[src/rtl/mem_stage_pkg.sv]
// Shared types and constants for the MEM pipeline stage.
package mem_stage_pkg;
  localparam int DATA_W  = 64;
  localparam int REG_W   = 5;
  localparam int TIMEOUT = 16;
  localparam int CNT_W   = 4;

  typedef enum logic [1:0] {IDLE, BUSY, ERROR} state_t;

  typedef struct packed {
    logic [DATA_W-1:0] alu;
    logic [DATA_W-1:0] sdata;
    logic [REG_W-1:0]  rd;
    logic              reg_write;
    logic              mem_read;
    logic              mem_write;
    logic              is_byte;
  } exmem_t;

  function automatic logic [DATA_W-1:0] zext_byte(input logic [DATA_W-1:0] v);
    return {{(DATA_W-8){1'b0}}, v[7:0]};
  endfunction
endpackage

[src/rtl/mem_timeout_counter.sv]
// Counts unacknowledged request cycles; expire fires on the TIMEOUT-th one.
module mem_timeout_counter
  import mem_stage_pkg::*;
(
  input  logic clk,
  input  logic reset,
  input  logic count,
  input  logic clear,
  output logic expire
);
  logic [CNT_W-1:0] cnt;

  // The 16th waiting cycle is the one that sees cnt==15 while still counting.
  assign expire = count && !clear && (cnt == CNT_W'(TIMEOUT-1));

  always_ff @(posedge clk or posedge reset) begin
    if (reset)      cnt <= '0;
    else if (clear) cnt <= '0;
    else if (count) cnt <= cnt + 1'b1;
  end
endmodule

[src/rtl/mem_stage.sv]
// MEM pipeline stage: EX/MEM and MEM/WB registers, memory handshake FSM, timeout.
module mem_stage
  import mem_stage_pkg::*;
(
  input  logic              clk,
  input  logic              reset,
  input  logic [DATA_W-1:0] alu_result_ex,
  input  logic [DATA_W-1:0] store_data_ex,
  input  logic [REG_W-1:0]  rd_ex,
  input  logic              reg_write_ex,
  input  logic              mem_read_ex,
  input  logic              mem_write_ex,
  input  logic              byte_ex,
  output logic [DATA_W-1:0] mem_addr,
  output logic [DATA_W-1:0] mem_wdata,
  output logic              mem_req,
  output logic              mem_we,
  output logic              mem_byte,
  input  logic [DATA_W-1:0] mem_rdata,
  input  logic              mem_ack,
  output logic [DATA_W-1:0] alu_result_mem,
  output logic [REG_W-1:0]  rd_mem,
  output logic              reg_write_mem,
  output logic [DATA_W-1:0] wb_data,
  output logic [REG_W-1:0]  rd_wb,
  output logic              reg_write_wb,
  output logic              stall,
  output logic              mem_err
);
  exmem_t            em;
  state_t            state;
  logic              mem_op, is_load, ack, expire;
  logic [DATA_W-1:0] load_data;

  assign mem_op    = em.mem_read | em.mem_write;
  assign is_load   = em.mem_read & ~em.mem_write;  // read+write behaves as a store
  assign mem_req   = mem_op && (state != ERROR);
  assign ack       = mem_req && mem_ack;
  assign stall     = (mem_req && !mem_ack) || (state == ERROR);
  assign load_data = em.is_byte ? zext_byte(mem_rdata) : mem_rdata;

  assign mem_addr  = mem_req ? em.alu : '0;
  assign mem_wdata = mem_req ? (em.is_byte ? zext_byte(em.sdata) : em.sdata) : '0;
  assign mem_we    = mem_req & em.mem_write;
  assign mem_byte  = mem_req & em.is_byte;

  assign alu_result_mem = em.alu;
  assign rd_mem         = em.rd;
  assign reg_write_mem  = em.reg_write;

  // No request outstanding counts as idle for the timeout.
  mem_timeout_counter u_timeout (
    .clk    (clk),
    .reset  (reset),
    .count  (mem_req & ~mem_ack),
    .clear  (ack | ~mem_req),
    .expire (expire)
  );

  always_ff @(posedge clk or posedge reset) begin
    if (reset) begin
      state   <= IDLE;
      mem_err <= 1'b0;
    end else begin
      unique case (state)
        IDLE: begin
          if (expire) begin
            state   <= ERROR;
            mem_err <= 1'b1;
          end else if (mem_req && !mem_ack) begin
            state <= BUSY;
          end
        end
        BUSY: begin
          if (ack) begin
            state <= IDLE;
          end else if (expire) begin
            state   <= ERROR;
            mem_err <= 1'b1;
          end
        end
        ERROR:   state <= ERROR;
        default: state <= IDLE;
      endcase
    end
  end

  always_ff @(posedge clk or posedge reset) begin
    if (reset) em <= '0;
    else if (!stall)
      em <= '{alu: alu_result_ex, sdata: store_data_ex, rd: rd_ex,
              reg_write: reg_write_ex, mem_read: mem_read_ex,
              mem_write: mem_write_ex, is_byte: byte_ex};
  end

  always_ff @(posedge clk or posedge reset) begin
    if (reset) begin
      wb_data      <= '0;
      rd_wb        <= '0;
      reg_write_wb <= 1'b0;
    end else if (stall) begin
      reg_write_wb <= 1'b0;
    end else begin
      wb_data      <= is_load ? load_data : em.alu;
      rd_wb        <= em.rd;
      reg_write_wb <= em.reg_write;
    end
  end
endmodule
[config.mk]
export PLATFORM = sky130hd
export DESIGN_NAME = mem_stage
export DESIGN_NICKNAME = d
export VERILOG_FILES = /design/src/rtl/mem_stage_pkg.sv /design/src/rtl/mem_timeout_counter.sv /design/src/rtl/mem_stage.sv
export SDC_FILE = /design/constraint.sdc
export NUM_CORES = 1
export LEC_CHECK = 0
export CORE_AREA = 2 2 183 185
export DETAILED_ROUTE_END_ITERATION = 10
export DIE_AREA = 0 0 185 187
export GPL_TIMING_DRIVEN = 0
export PLACE_DENSITY = 0.75
export SYNTH_ARGS = -nofsm -noshare
export SYNTH_HDL_FRONTEND = slang
export SYNTH_HIERARCHICAL = 1
export SYNTH_SLANG_ARGS = --single-unit
export TNS_END_PERCENT = 20
[constraint.sdc]
create_clock -name clk -period 14.7 [get_ports clk]
set_clock_uncertainty 0.15 [all_clocks]
set_input_delay 4.41 -clock clk [delete_from_list [all_inputs] [get_ports clk]]
set_output_delay 4.41 -clock clk [all_outputs]
set_load 0.03 [all_outputs]
Yosys cells after proc, flatten, opt, wreduce, memory -nomap -nowiden

Index checks and enable logic that the tools add are counted.

Equal/unequal tests: 7
Bitwise operators: 9
Reduce and logical (&&, ||, !) cells: 13
$add $sub $neg: 1
Multiplexer cells: 16

Operators with widths:

| cell                | count |
|---|---|
| $mux 64             | 5 |
| $mux 2              | 4 |
| $mux 4              | 2 |
| $ne 3x3->1 const B  | 2 |
| $pmux 2 s3          | 1 |
| $logic_and 1x1->1   | 5 |
| $add 4x1->4 const B | 1 |
| $and 1x1->1         | 4 |
| $eq 4x4->1 const B  | 1 |
| $ne 2x2->1 const B  | 2 |
| $reduce_and 2->1    | 2 |
| $reduce_bool 2->1   | 2 |
| $mux 1              | 3 |
| $not 1->1           | 3 |
| $eq 2x1->1 const B  | 1 |
| $eq 2x2->1 const B  | 1 |
| $logic_not 1->1     | 2 |
| $logic_not 2->1     | 1 |
| $or 1x1->1          | 2 |
| $pmux 1 s2          | 1 |
| $logic_or 1x1->1    | 1 |

Bits in registers: 214
Word-level logic and storage cells: 59
Output and inout bits: 273
Bits of input ports: 204

Longest topological paths before layout

Gate-level depths: netlist (run 1).

Word-level depth: 10
Gate-level depth with buffers: 7
Gate-level depth less buffers: 6

By module

The synthesis (run 1) kept the hierarchy.

Modules (own cells, without submodules):

| module              | sequential area each (um2) | cells each | area an instance (um2) | instances |
|---|---|---|---|---|
| mem_stage           | 5,255.0                    | 873        | 10,790.3               | 1 |
| mem_timeout_counter | 100.1                      | 21         | 227.7                  | 1 |

Worst setup path before layout (run 1)

Ideal clock, no wire load.

Kind: input-to-output
From: in mem_ack
To: out stall
Required time: 10,140 ps
Cell stages on the path: 4
Path buffers: 3
Setup slack: 5,100 ps
Data arrival time: 5,040 ps
Cells stage by stage: o21ai_2 -> buf_6 -> buf_4 -> buf_6

Longest elaborated chain between the ends: 3

Ends and longest elaborated chain:

| what              | line            | source |
|---|---|---|
| from (decl)       | mem_stage.sv:20 | `input logic mem_ack,` |
| $logic_not 1->1   | mem_stage.sv:39 | `assign stall = (mem_req && !mem_ack) \|\| (state == ERROR);` |
| $logic_and 1x1->1 | mem_stage.sv:39 |  |
| $logic_or 1x1->1  | mem_stage.sv:39 |  |
| to (decl)         | mem_stage.sv:27 | `output logic stall,` |

Every way passes these cells.

Final worst setup path (run 1)

Same ends and word-level chain as after synthesis.

==> results of run 1 <==
-- synthesized netlist by cell type, types with 2 or more instances --
cell type and number:
dfrtp_1 214, and2_1 130, mux2_2 96, buf_4 80, inv_1 62, mux2_4 62
mux2i_1 58, a21oi_1 56, nor4bb_1 38, clkbuf_1 31, and4bb_2 18, buf_6 9
buf_8 6, buf_2 5, nor2_1 4, nand2b_1 3, nor3_1 3, nand2_1 2
o21a_1 2
-- registers in the layout, summed over array words and instances, names as in the netlist --
register	count
em	67
alu_result_mem	64
wb_data	64
rd_mem	5
rd_wb	5
u_timeout/cnt	4
state	2
mem_err	1
reg_write_mem	1
reg_write_wb	1
-- layer usage --
layer | routed length, um | track usage [%]
met3 | 3050 | 5.86
met5 | 13 | 0
met4 | 708 | 4.43
met1 | 14700 | 23.7
met2 | 18800 | 38.1
-- critical path, cell delays in order --
cell	delay, ns
clkdlybuf4s50_1	0.47
o21ai_2	0.17
buf_6	0.20
buf_4	0.24
buf_6	0.20
clkdlybuf4s50_1	0.72
-- power by group through the flow --
stage | sequential [mW] | combinational (mW) | clock [mW]
2_1_floorplan | 0.855 | 0.477 | 0
3_3_place_gp | 0.772 | 0.975 | 0
3_5_place_dp | 0.776 | 0.985 | 0
4_1_cts | 0.768 | 0.990 | 0.640
5_1_grt | 0.780 | 1.03 | 0.667
6_report | 0.767 | 0.979 | 0.623
-- metrics by stage --
step           util [%]  power (mW)
6_report           52.3        2.37
2_1_floorplan         -        1.33
4_1_cts            52.3        2.40
3_3_place_gp       49.7        1.75
3_5_place_dp       49.8        1.76
5_1_grt            52.3        2.48
-- worst max path at each step --
stage,from,end
3_5_place_dp,mem_ack,stall
2_1_floorplan,reset,alu_result_mem[0]$_DFFE_PP0N_
6_report,mem_ack,stall
5_1_grt,mem_ack,stall
4_1_cts,mem_ack,stall
3_3_place_gp,reset,wb_data[23]$_DFFE_PP0N_
-- layout make-up --
type	instances	area, um2
well taps	448	561
plain buffers	132	953
clock buffers	38	757
flip-flops and latches	214	5360
multi-input cells	486	4480
repair buffers	477	4790
fillers	2897	15700
inverters	62	240
clock inverters	7	62.6
-- cells by family after synthesis --
| kind of cell | synth area share, % |
|---|---|
| muxes | 23.5 |
| DFF | 48.6 |
| and+or+nand+nor | 13.9 |
| buffers and inverters | 10.8 |
| AOI/OAI and AO/OA | 3.05 |
| xor gates and xnor gates | 0.0795 |
| adders and majority gates | 0.114 |
-- layout by cell type, fill, tap and decap left out, drive strengths merged, types with 5 or more instances in the layout --
master	n
mux2i	58
clkinv	5
mux2	158
clkbuf	69
nor2	5
and4bb	18
nor4bb	38
inv	62
a21oi	57
and2	130
dfrtp	214
clkdlybuf4s50	476
buf	102
==> impl_results.html, run 1 <==
<table>
<tr><th>Metric</th><th>Value</th></tr>
<tr><th colspan="2">Outcome</th></tr>
<tr><td>Result of the run</td><td>complete, no violations</td></tr>
<tr><th colspan="2">Power and ir drop</th></tr>
<tr><td>Internal Dissipation</td><td>1.52 mW</td></tr>
<tr><td>Share of power burned in combinational logic</td><td>41.3%</td></tr>
<tr><td>Worst IR Drop VDD</td><td>0.0000856 V</td></tr>
<tr><td>Power density cells</td><td>138 nW/um2</td></tr>
<tr><td>Share of power burned in the clock network</td><td>26.3%</td></tr>
<tr><td>Static power due to leakage</td><td>7.42 nW</td></tr>
<tr><td>Sw Ratio</td><td>35.7%</td></tr>
<tr><td>Share of power burned in registers</td><td>32.4%</td></tr>
<tr><td>Switching power</td><td>845 uW</td></tr>
<tr><th colspan="2">Clock tree</th></tr>
<tr><td>Clock latency reported for the late side of the worst-skew pair</td><td>0.52 ns</td></tr>
<tr><td>Number of setup buffers added after CTS</td><td>0</td></tr>
<tr><td>Number of hold buffers added after cts</td><td>0</td></tr>
<tr><td>Number of buffers on the longest clock path</td><td>3</td></tr>
<tr><td>Reg clk slew, reported paths</td><td>0.06 ns</td></tr>
<tr><td>Post-cts gate resize count</td><td>0</td></tr>
<tr><td>H-tree depth</td><td>1</td></tr>
<tr><td>Clock sinks</td><td>214</td></tr>
<tr><td>CTS tree</td><td>yes</td></tr>
<tr><td>Total CTS buffers</td><td>26</td></tr>
<tr><td>Root buf cell</td><td>clkbuf_16</td></tr>
<tr><th colspan="2">Timing</th></tr>
<tr><td>Hold Vio Cnt, Final</td><td>0</td></tr>
<tr><td>Unrepaired setup endpoints after global routing</td><td>false</td></tr>
<tr><td>Min setup slack post-route</td><td>3.70 ns</td></tr>
<tr><td>Transition time of the tightest slew-check pin</td><td>0.748 ns</td></tr>
<tr><td>Post-layout minimum cycle time</td><td>11.00 ns</td></tr>
<tr><td>Max-Slew Margin vs Limit</td><td>50.1%</td></tr>
<tr><td>Worst slack on hold paths</td><td>0.332 ns</td></tr>
<tr><td>Final total negative setup slack</td><td>0 ns</td></tr>
<tr><td>Max Clock Freq</td><td>90.9 MHz</td></tr>
<tr><td>Setup-violating endpoint count in the final report</td><td>0</td></tr>
<tr><td>Final count of pins violating max slew</td><td>0</td></tr>
<tr><td>Period utilization</td><td>74.8%</td></tr>
<tr><th colspan="2">Route</th></tr>
<tr><td>Wire per inst</td><td>20.0 um</td></tr>
<tr><td>Detailed Route WL</td><td>37.2 mm</td></tr>
<tr><td>Number of remaining DRC errors</td><td>0</td></tr>
<tr><td>Count of routing violations after the opening detailed-route iteration</td><td>275</td></tr>
<tr><td>Post-route ant nets</td><td>0</td></tr>
<tr><td>Number of vias after detailed routing</td><td>8571</td></tr>
<tr><td>Vias per cell</td><td>4.60</td></tr>
<tr><td>1st-pass router iterations</td><td>4</td></tr>
<tr><th colspan="2">Floorplan</th></tr>
<tr><td>Standard-cell row count</td><td>67</td></tr>
<tr><td>Width of the die</td><td>185 um</td></tr>
<tr><td>Effective utilization at floorplan</td><td>33.5%</td></tr>
<tr><td>Total I/O pin count</td><td>477</td></tr>
<tr><td>DIE AREA</td><td>34600 um2</td></tr>
<tr><td>Vert. Die Dim</td><td>187 um</td></tr>
<tr><td>Core footprint</td><td>32900 um2</td></tr>
<tr><th colspan="2">Min path</th></tr>
<tr><td>Hold endpoint</td><td>mem_err$_DFFE_PP0P_</td></tr>
<tr><td>Hold Path Class</td><td>reg -&gt; reg</td></tr>
<tr><td>Hold Crit Start</td><td>mem_err$_DFFE_PP0P_</td></tr>
<tr><td>Worst hold path stage count</td><td>1</td></tr>
<tr><th colspan="2">Synth</th></tr>
<tr><td>Synthesized netlist cell count</td><td>894</td></tr>
<tr><td>Number of flops mapped to enable cells by yosys</td><td>0</td></tr>
<tr><td>Distinct cell type count of the synthesized netlist</td><td>34</td></tr>
<tr><td>Biggest area contributors in the synthesized netlist</td><td>dfrtp_1 49%, mux2_2 9.8%, mux2_4 8.4%, and2_1 7.4%, buf_4 5.5%</td></tr>
<tr><td>Synthesis-stage register bit count</td><td>214</td></tr>
<tr><td>Library cell with the largest summed area after synthesis</td><td>dfrtp_1</td></tr>
<tr><td>Number of warning messages in the yosys log</td><td>6</td></tr>
<tr><td>Cell Area, Synth</td><td>11000 um2</td></tr>
<tr><td>Async set-or-reset flop fraction in the synthesized netlist</td><td>100%</td></tr>
<tr><td>Area share of the largest cell type after synthesis</td><td>48.6%</td></tr>
<tr><td>Mean post-synth cell area</td><td>12.3 um2</td></tr>
<tr><td>Part of the Yosys area used for sequential elements</td><td>48.6%</td></tr>
<tr><td>Number of nets produced by synthesis</td><td>1099</td></tr>
<tr><td>Dominant synthesized flop cell</td><td>dfrtp_1</td></tr>
<tr><th colspan="2">Global route</th></tr>
<tr><td>Initial antenna violation count</td><td>1</td></tr>
<tr><td>Global route total overflow</td><td>0</td></tr>
<tr><td>Global routing usage summed across all routing layers</td><td>20.7%</td></tr>
<tr><td>First-pass GRT wire length</td><td>55.1 mm</td></tr>
<tr><td>Largest net degree at the start of global routing</td><td>112</td></tr>
<tr><td>Vias in the first global route</td><td>9122</td></tr>
<tr><th colspan="2">Worst setup path</th></tr>
<tr><td>Worst reg2reg path startpoint</td><td>em[1]$_DFFE_PP0N_</td></tr>
<tr><td>Endpoint kind of the worst setup timing path</td><td>output pin</td></tr>
<tr><td>Reg2reg path depth</td><td>7</td></tr>
<tr><td>Category of the critical setup timing path</td><td>in -&gt; out</td></tr>
<tr><td>Capture instance of the worst register-to-register path</td><td>mem_err$_DFFE_PP0P_</td></tr>
<tr><td>Worst reg-to-reg setup slack</td><td>12.52 ns</td></tr>
<tr><td>Critical path launch point type</td><td>input pin</td></tr>
<tr><td>Data required time of the critical path</td><td>10.14 ns</td></tr>
<tr><td>Worst Path Max Fanout</td><td>10</td></tr>
<tr><td>Data arrival time of the critical path</td><td>6.44 ns</td></tr>
<tr><th colspan="2">Placement</th></tr>
<tr><td>GP Congestion</td><td>0.809</td></tr>
<tr><td>Count of buffers from port buffering</td><td>476</td></tr>
<tr><td>Placement-stage cell area</td><td>16400 um2</td></tr>
<tr><td>Number of cells after detailed placement</td><td>1819</td></tr>
<tr><td>Minimum setup slack after placement</td><td>3.68 ns</td></tr>
<tr><td>Placed wire-length estimate</td><td>28.2 mm</td></tr>
<tr><th colspan="2">Layout</th></tr>
<tr><td>Number of standard cells in the layout, taps in and fillers out</td><td>1864</td></tr>
<tr><td>Finished layout cell area</td><td>17200 um2</td></tr>
<tr><td>Diodes inserted</td><td>0</td></tr>
<tr><td>Synth-to-Final Area Change</td><td>56.1%</td></tr>
<tr><td>Final Net Count</td><td>1604</td></tr>
<tr><td>Ratio of cells with drive above 1 in the final layout</td><td>22.7%</td></tr>
<tr><th colspan="2">Job</th></tr>
<tr><td>Number of max-cap violations</td><td>0</td></tr>
</table>
Note: power is estimated with default switching activity, not from simulation.
==> inputs of run 2 (changes only) <==
--- a/config.mk
+++ b/config.mk
@@ -5,9 +5,9 @@
 export SDC_FILE = /design/constraint.sdc
 export NUM_CORES = 1
 export LEC_CHECK = 0
-export CORE_AREA = 2 2 183 185
+export CORE_AREA = 2 2 184 186
 export DETAILED_ROUTE_END_ITERATION = 10
-export DIE_AREA = 0 0 185 187
+export DIE_AREA = 0 0 186 188
 export GPL_TIMING_DRIVEN = 0
 export PLACE_DENSITY = 0.75
 export SYNTH_ARGS = -nofsm -noshare
==> constraint.sdc (replaced) <==
create_clock -name clk -period 11.4 [get_ports clk]
set_clock_uncertainty 0.15 [all_clocks]
set_input_delay 3.42 -clock clk [delete_from_list [all_inputs] [get_ports clk]]
set_output_delay 3.42 -clock clk [all_outputs]
set_load 0.03 [all_outputs]
==> run 2 against run 1 <==
  * Combinational power grew 29%
  * Cell count grew 0.21%
  * Via count shrank 0.70%
  * Clock-buffer cell count grew 3
  * Critical path depth is the same
  * Design area grew 0.27%
  * Register-to-register slack lost 3.3 ns
==> impl_results.html, run 2 (synthesis results as in run 1) <==
<table>
<tr><th>Metric</th><th>Value</th></tr>
<tr><th colspan="2">Layout</th></tr>
<tr><td>Diodes inserted</td><td>0</td></tr>
<tr><td>Final Net Count</td><td>1605</td></tr>
<tr><td>Register with the most flip-flops</td><td>em</td></tr>
<tr><td>Filler cell count in the final layout</td><td>2876</td></tr>
<tr><td>Most used cells in the layout excluding fill and tap cells</td><td>476 x clkdlybuf4s50_1, 214 x dfrtp_1, 130 x and2_1</td></tr>
<tr><td>Core occupancy in the finished layout</td><td>52.1%</td></tr>
<tr><td>Synth-to-Final Area Change</td><td>56.5%</td></tr>
<tr><td>Commonest non-fill, non-tap cell in the layout</td><td>clkdlybuf4s50_1</td></tr>
<tr><td>Ratio of cells with drive above 1 in the final layout</td><td>22.9%</td></tr>
<tr><td>Max FFs per register</td><td>67</td></tr>
<tr><th colspan="2">Worst setup path</th></tr>
<tr><td>Data required time of the critical path</td><td>7.83 ns</td></tr>
<tr><td>Longest individual stage delay on the worst path</td><td>0.70 ns</td></tr>
<tr><td>Critical path launch point type</td><td>input pin</td></tr>
<tr><td>Critical-path cell list</td><td>clkdlybuf4s50_1, o21ai_2, buf_6, buf_4, buf_6, clkdlybuf4s50_1</td></tr>
<tr><td>Endpoint kind of the worst setup timing path</td><td>output pin</td></tr>
<tr><td>Worst reg-to-reg setup slack</td><td>9.17 ns</td></tr>
<tr><td>Number of buffers and inverters on the critical path</td><td>5</td></tr>
<tr><td>Reg2reg path depth</td><td>7</td></tr>
<tr><td>Worst reg2reg path startpoint</td><td>em[1]$_DFFE_PP0N_</td></tr>
<tr><td>Total number of cells along the worst setup path</td><td>6</td></tr>
<tr><td>Worst Path Max Fanout</td><td>10</td></tr>
<tr><td>Data arrival time of the critical path</td><td>5.42 ns</td></tr>
<tr><td>Top cell family by delay on the critical path</td><td>buffers and inverters</td></tr>
<tr><td>Category of the critical setup timing path</td><td>in -&gt; out</td></tr>
<tr><td>Critical-path top delay cell</td><td>clkdlybuf4s50_1</td></tr>
<tr><td>Capture instance of the worst register-to-register path</td><td>mem_err$_DFFE_PP0P_</td></tr>
<tr><th colspan="2">Clock tree</th></tr>
<tr><td>Clock sinks</td><td>214</td></tr>
<tr><td>Number of hold buffers added after cts</td><td>0</td></tr>
<tr><td>Clock latency reported for the late side of the worst-skew pair</td><td>0.55 ns</td></tr>
<tr><td>Number of setup buffers added after CTS</td><td>0</td></tr>
<tr><td>H-tree depth</td><td>1</td></tr>
<tr><td>Reg clk slew, reported paths</td><td>0.05 ns</td></tr>
<tr><td>CTS tree</td><td>yes</td></tr>
<tr><td>Root buf cell</td><td>clkbuf_16</td></tr>
<tr><td>Post-cts gate resize count</td><td>0</td></tr>
<tr><td>Number of buffers on the longest clock path</td><td>3</td></tr>
<tr><td>Total CTS buffers</td><td>27</td></tr>
<tr><th colspan="2">Timing</th></tr>
<tr><td>Period utilization</td><td>78.8%</td></tr>
<tr><td>Max Clock Freq</td><td>111 MHz</td></tr>
<tr><td>Hold Vio Cnt, Final</td><td>0</td></tr>
<tr><td>Post-layout minimum cycle time</td><td>8.99 ns</td></tr>
<tr><td>Min setup slack post-route</td><td>2.41 ns</td></tr>
<tr><td>Unrepaired setup endpoints after global routing</td><td>false</td></tr>
<tr><td>Setup-violating endpoint count in the final report</td><td>0</td></tr>
<tr><td>Transition time of the tightest slew-check pin</td><td>0.695 ns</td></tr>
<tr><td>Final count of pins violating max slew</td><td>0</td></tr>
<tr><td>Max-Slew Margin vs Limit</td><td>53.7%</td></tr>
<tr><td>Final total negative setup slack</td><td>0 ns</td></tr>
<tr><th colspan="2">Global route</th></tr>
<tr><td>Global route total overflow</td><td>0</td></tr>
<tr><td>Layer carrying the most global-route usage</td><td>met2</td></tr>
<tr><td>Initial antenna violation count</td><td>0</td></tr>
<tr><td>Vias in the first global route</td><td>9111</td></tr>
<tr><td>Met3 global-route usage</td><td>6.00%</td></tr>
<tr><td>First-pass GRT wire length</td><td>55.0 mm</td></tr>
<tr><td>Met1 track utilization from global routing</td><td>23.4%</td></tr>
<tr><td>Met2 usage in global routing</td><td>37.8%</td></tr>
<tr><td>Global routing usage summed across all routing layers</td><td>20.6%</td></tr>
<tr><td>Largest net degree at the start of global routing</td><td>127</td></tr>
<tr><th colspan="2">Min path</th></tr>
<tr><td>Worst hold path stage count</td><td>1</td></tr>
<tr><td>Hold Crit Start</td><td>mem_err$_DFFE_PP0P_</td></tr>
<tr><td>Hold Path Class</td><td>reg -&gt; reg</td></tr>
<tr><td>Hold endpoint</td><td>mem_err$_DFFE_PP0P_</td></tr>
<tr><th colspan="2">Floorplan</th></tr>
<tr><td>DIE AREA</td><td>35000 um2</td></tr>
<tr><td>Width of the die</td><td>186 um</td></tr>
<tr><td>Effective utilization at floorplan</td><td>33.3%</td></tr>
<tr><td>Total I/O pin count</td><td>477</td></tr>
<tr><td>Standard-cell row count</td><td>67</td></tr>
<tr><td>Core footprint</td><td>33100 um2</td></tr>
<tr><td>Vert. Die Dim</td><td>188 um</td></tr>
<tr><th colspan="2">Route</th></tr>
<tr><td>Number of vias after detailed routing</td><td>8511</td></tr>
<tr><td>1st-pass router iterations</td><td>4</td></tr>
<tr><td>Count of routing violations after the opening detailed-route iteration</td><td>241</td></tr>
<tr><td>Wire per inst</td><td>19.8 um</td></tr>
<tr><td>Post-route ant nets</td><td>0</td></tr>
<tr><td>Number of remaining DRC errors</td><td>0</td></tr>
<tr><td>Vias per cell</td><td>4.56</td></tr>
<tr><td>Detailed Route WL</td><td>37.0 mm</td></tr>
<tr><th colspan="2">Job</th></tr>
<tr><td>Number of max-cap violations</td><td>0</td></tr>
<tr><th colspan="2">Power and ir drop</th></tr>
<tr><td>Static power due to leakage</td><td>7.44 nW</td></tr>
<tr><td>Power density cells</td><td>179 nW/um2</td></tr>
<tr><td>Worst IR Drop VDD</td><td>0.000105 V</td></tr>
<tr><th colspan="2">Placement</th></tr>
<tr><td>Minimum setup slack after placement</td><td>2.34 ns</td></tr>
<tr><td>GP Congestion</td><td>0.818</td></tr>
<tr><td>Count of buffers from port buffering</td><td>476</td></tr>
<tr><td>Placed wire-length estimate</td><td>28.1 mm</td></tr>
<tr><th colspan="2">Outcome</th></tr>
<tr><td>Result of the run</td><td>complete, no violations</td></tr>
</table>
## run 2: cell count changes in the layout (fill, tap and decap cells not counted), sizes merged
cell,delta
inv,+2
clkbuf,+3
clkinv,-1
## run 2: final cells by class
class / instances / area [um2] / share of cell area (%)
clock inverter: 8 / 77.6 / 0.450
sequential: 214 / 5360 / 31.1
timing repair buffer: 477 / 4790 / 27.8
inverter: 62 / 240 / 1.39
buffer: 132 / 953 / 5.53
multi-input combinational: 486 / 4480 / 26.0
tap: 448 / 561 / 3.25
clock buffer: 41 / 788 / 4.57
## run 2: layer usage
layer,vias to the layer above,routed length [um],part of all wire (%)
met4,0,637,1.7
met2,358,18900,51
met5,-,0,0
met1,4148,14200,38
met3,42,3320,8.9
li1,3963,-,-
## run 2: power by group
part	internal, mW	leakage [nW]	switching (mW)
sequential	0.891	2.53	0.0983
combinational	0.595	4.48	0.666
clock	0.498	0.426	0.335
total	1.98	7.44	1.10
## run 2: metrics by stage
step	hold WS, ns	power, mW	instance area, um2	instances
finish	0.327	3.08	17200	1868
global route	0.342	3.23	17200	1868
CTS	0.329	3.12	17200	1868
detailed placement	0.316	2.27	16400	1819
global placement	0.317	2.26	16300	1818
floorplan	0.320	1.72	11000	894
## run 2: how the worst max path moves through the flow
| stage | endpoint | slack, ns | from |
|---|---|---|---|
| detailed placement | stall | 2.34 | mem_ack |
| floorplan | alu_result_mem[0]$_DFFE_PP0N_ | 2.09 | reset |
| finish | stall | 2.41 | mem_ack |
| CTS | stall | 2.34 | mem_ack |
| global route | stall | 2.31 | mem_ack |
| global placement | wb_data[34]$_DFFE_PP0N_ | -1.18 | reset |
==> patch (flow settings as in run 2) <==
Encoding of `state_t`: now one-hot (3 bits for 3 states).
--- a/src/rtl/mem_stage_pkg.sv
+++ b/src/rtl/mem_stage_pkg.sv
@@ -6,5 +6,5 @@
   localparam int CNT_W   = 4;
 
-  typedef enum logic [1:0] {IDLE, BUSY, ERROR} state_t;
+  typedef enum logic [2:0] {IDLE = 3'b001, BUSY = 3'b010, ERROR = 3'b100} state_t;
 
   typedef struct packed {
Function: same outputs for any inputs over 4 cycles, from zero or initial values and one cycle with reset high; so few cycles prove little.
==> patch against run 2 <==
Sequential share of layout area up 0.68 points; non-clock buffer count up 12; die area did not move; critical path depth grew 1; worst hold slack better by 0.017 ns; largest cell class unchanged; sequential cell count is 1 higher; critical path type unchanged; register-to-register slack got worse by 0.56 ns; setup slack lost 0.097 ns; utilization fell by 0.87 points; synthesized area fell by 1.9%; wire length increased by 6.8%; final area down 1.7%.
Power is not compared: it rests on default switching activity, and its combinational part moved more than twofold at a synthesized area within 25%.
==> patch: results (changes against run 2) <==
synth_nets: 1119  # was 1099
first_global_vias: 9394  # was 9111
drt-met1-wl_um: 15200  # was 14200 um
grt_util_met2: 0.394  # was 0.378
ys_seq_area_frac: 0.498  # was 0.486
hp-start: "em[10]$_DFFE_PP0N_"  # was mem_err$_DFFE_PP0P_
antenna_found_initial: 6  # was 0
grt_pass1_wl_um: 58200  # was 55000 um
hold-worst-slack_ns: 0.344  # was 0.327 ns
layout-drive-gt1-share: 0.213  # was 0.229
drt_iter0_markers: 340  # was 241
wl_met3_um: 3370  # was 3320 um
use_met1: 0.261  # was 0.234
outcome: "finished, final reports clean"  # unchanged
place.gp.congestion: 0.838  # was 0.818
ys_types: 41  # was 34
yosys-top-cells-count: "dfrtp_1 (214), mux2_2 (151), and2_1 (130), buf_4 (82), inv_1 (63)"  # was dfrtp_1 (214), and2_1 (130), mux2_2 (96), buf_4 (80)
dp.cells: 1839  # was 1819
final_cells: 1885  # was 1868
max_stage_delay_ns: 0.68  # was 0.70 ns
cts_made_buffers: 25  # was 27
reg2reg_slack_ns: 8.61  # was 9.17 ns
r2r-start: "state[0]$_DFFE_PP1P_"  # was em[1]$_DFFE_PP0N_
fin_nets: 1623  # was 1605
timing.rr.end: "state[2]$_DFFE_PP0P_"  # was mem_err$_DFFE_PP0P_
worst-r2r-cell-count: 9  # was 7
place_ws_ns: 2.28  # was 2.34 ns
clock_latency_ns: 0.52  # was 0.55 ns
track_usage: 0.220  # was 0.206
areaGrowthSynthToFinish_pct: 56.9  # was 56.5%
grt_max_degree: 122  # was 127
gr-usage-met3: 0.0602  # was 0.0600
postSynthCellCount: 914  # was 894
top_layer_used: "met5"  # was met4
synthTopCellsByArea: "dfrtp_1 (50%), mux2_2 (16%), and2_1 (7.5%), buf_4 (5.7%), a2111oi_0 (4.5%)"  # was dfrtp_1 (49%), mux2_2 (9.8%), mux2_4 (8.4%), and2_1 (7.4%), buf_4 (5.5%)
patch: changes by cell type after synthesis, moves of 2 or more:
cell       change
buf_4          +2
mux2_1         +7
a2111oi_0     +56
o21a_1         -2
mux2i_1       -56
nand2_1        +2
o311ai_0       +2
mux2_2        +55
buf_6          -5
clkbuf_1      +14
mux2_4        -62
patch: area by class of cell:
cell class / count / share of cell area
buffer: 144 / 0.0568
timing repair buffer: 477 / 0.283
inverter: 63 / 0.0144
clock buffer: 40 / 0.0408
antenna: 3 / 0.000443
sequential: 215 / 0.317
multi-input combinational: 492 / 0.249
tap: 448 / 0.0331
clock inverter: 3 / 0.00531
patch: logic make-up (layout without fill, tap and decap cells):
logic type,count (synthesis),count (layout),synth area share
fa+ha+maj,1,1,0.00116
mux,160,160,0.166
xor+xnor,1,1,0.000811
simple gates,208,208,0.143
buf+inv,207,727,0.111
compound gates,122,122,0.0792
other cells,0,3,0
flops,215,215,0.498
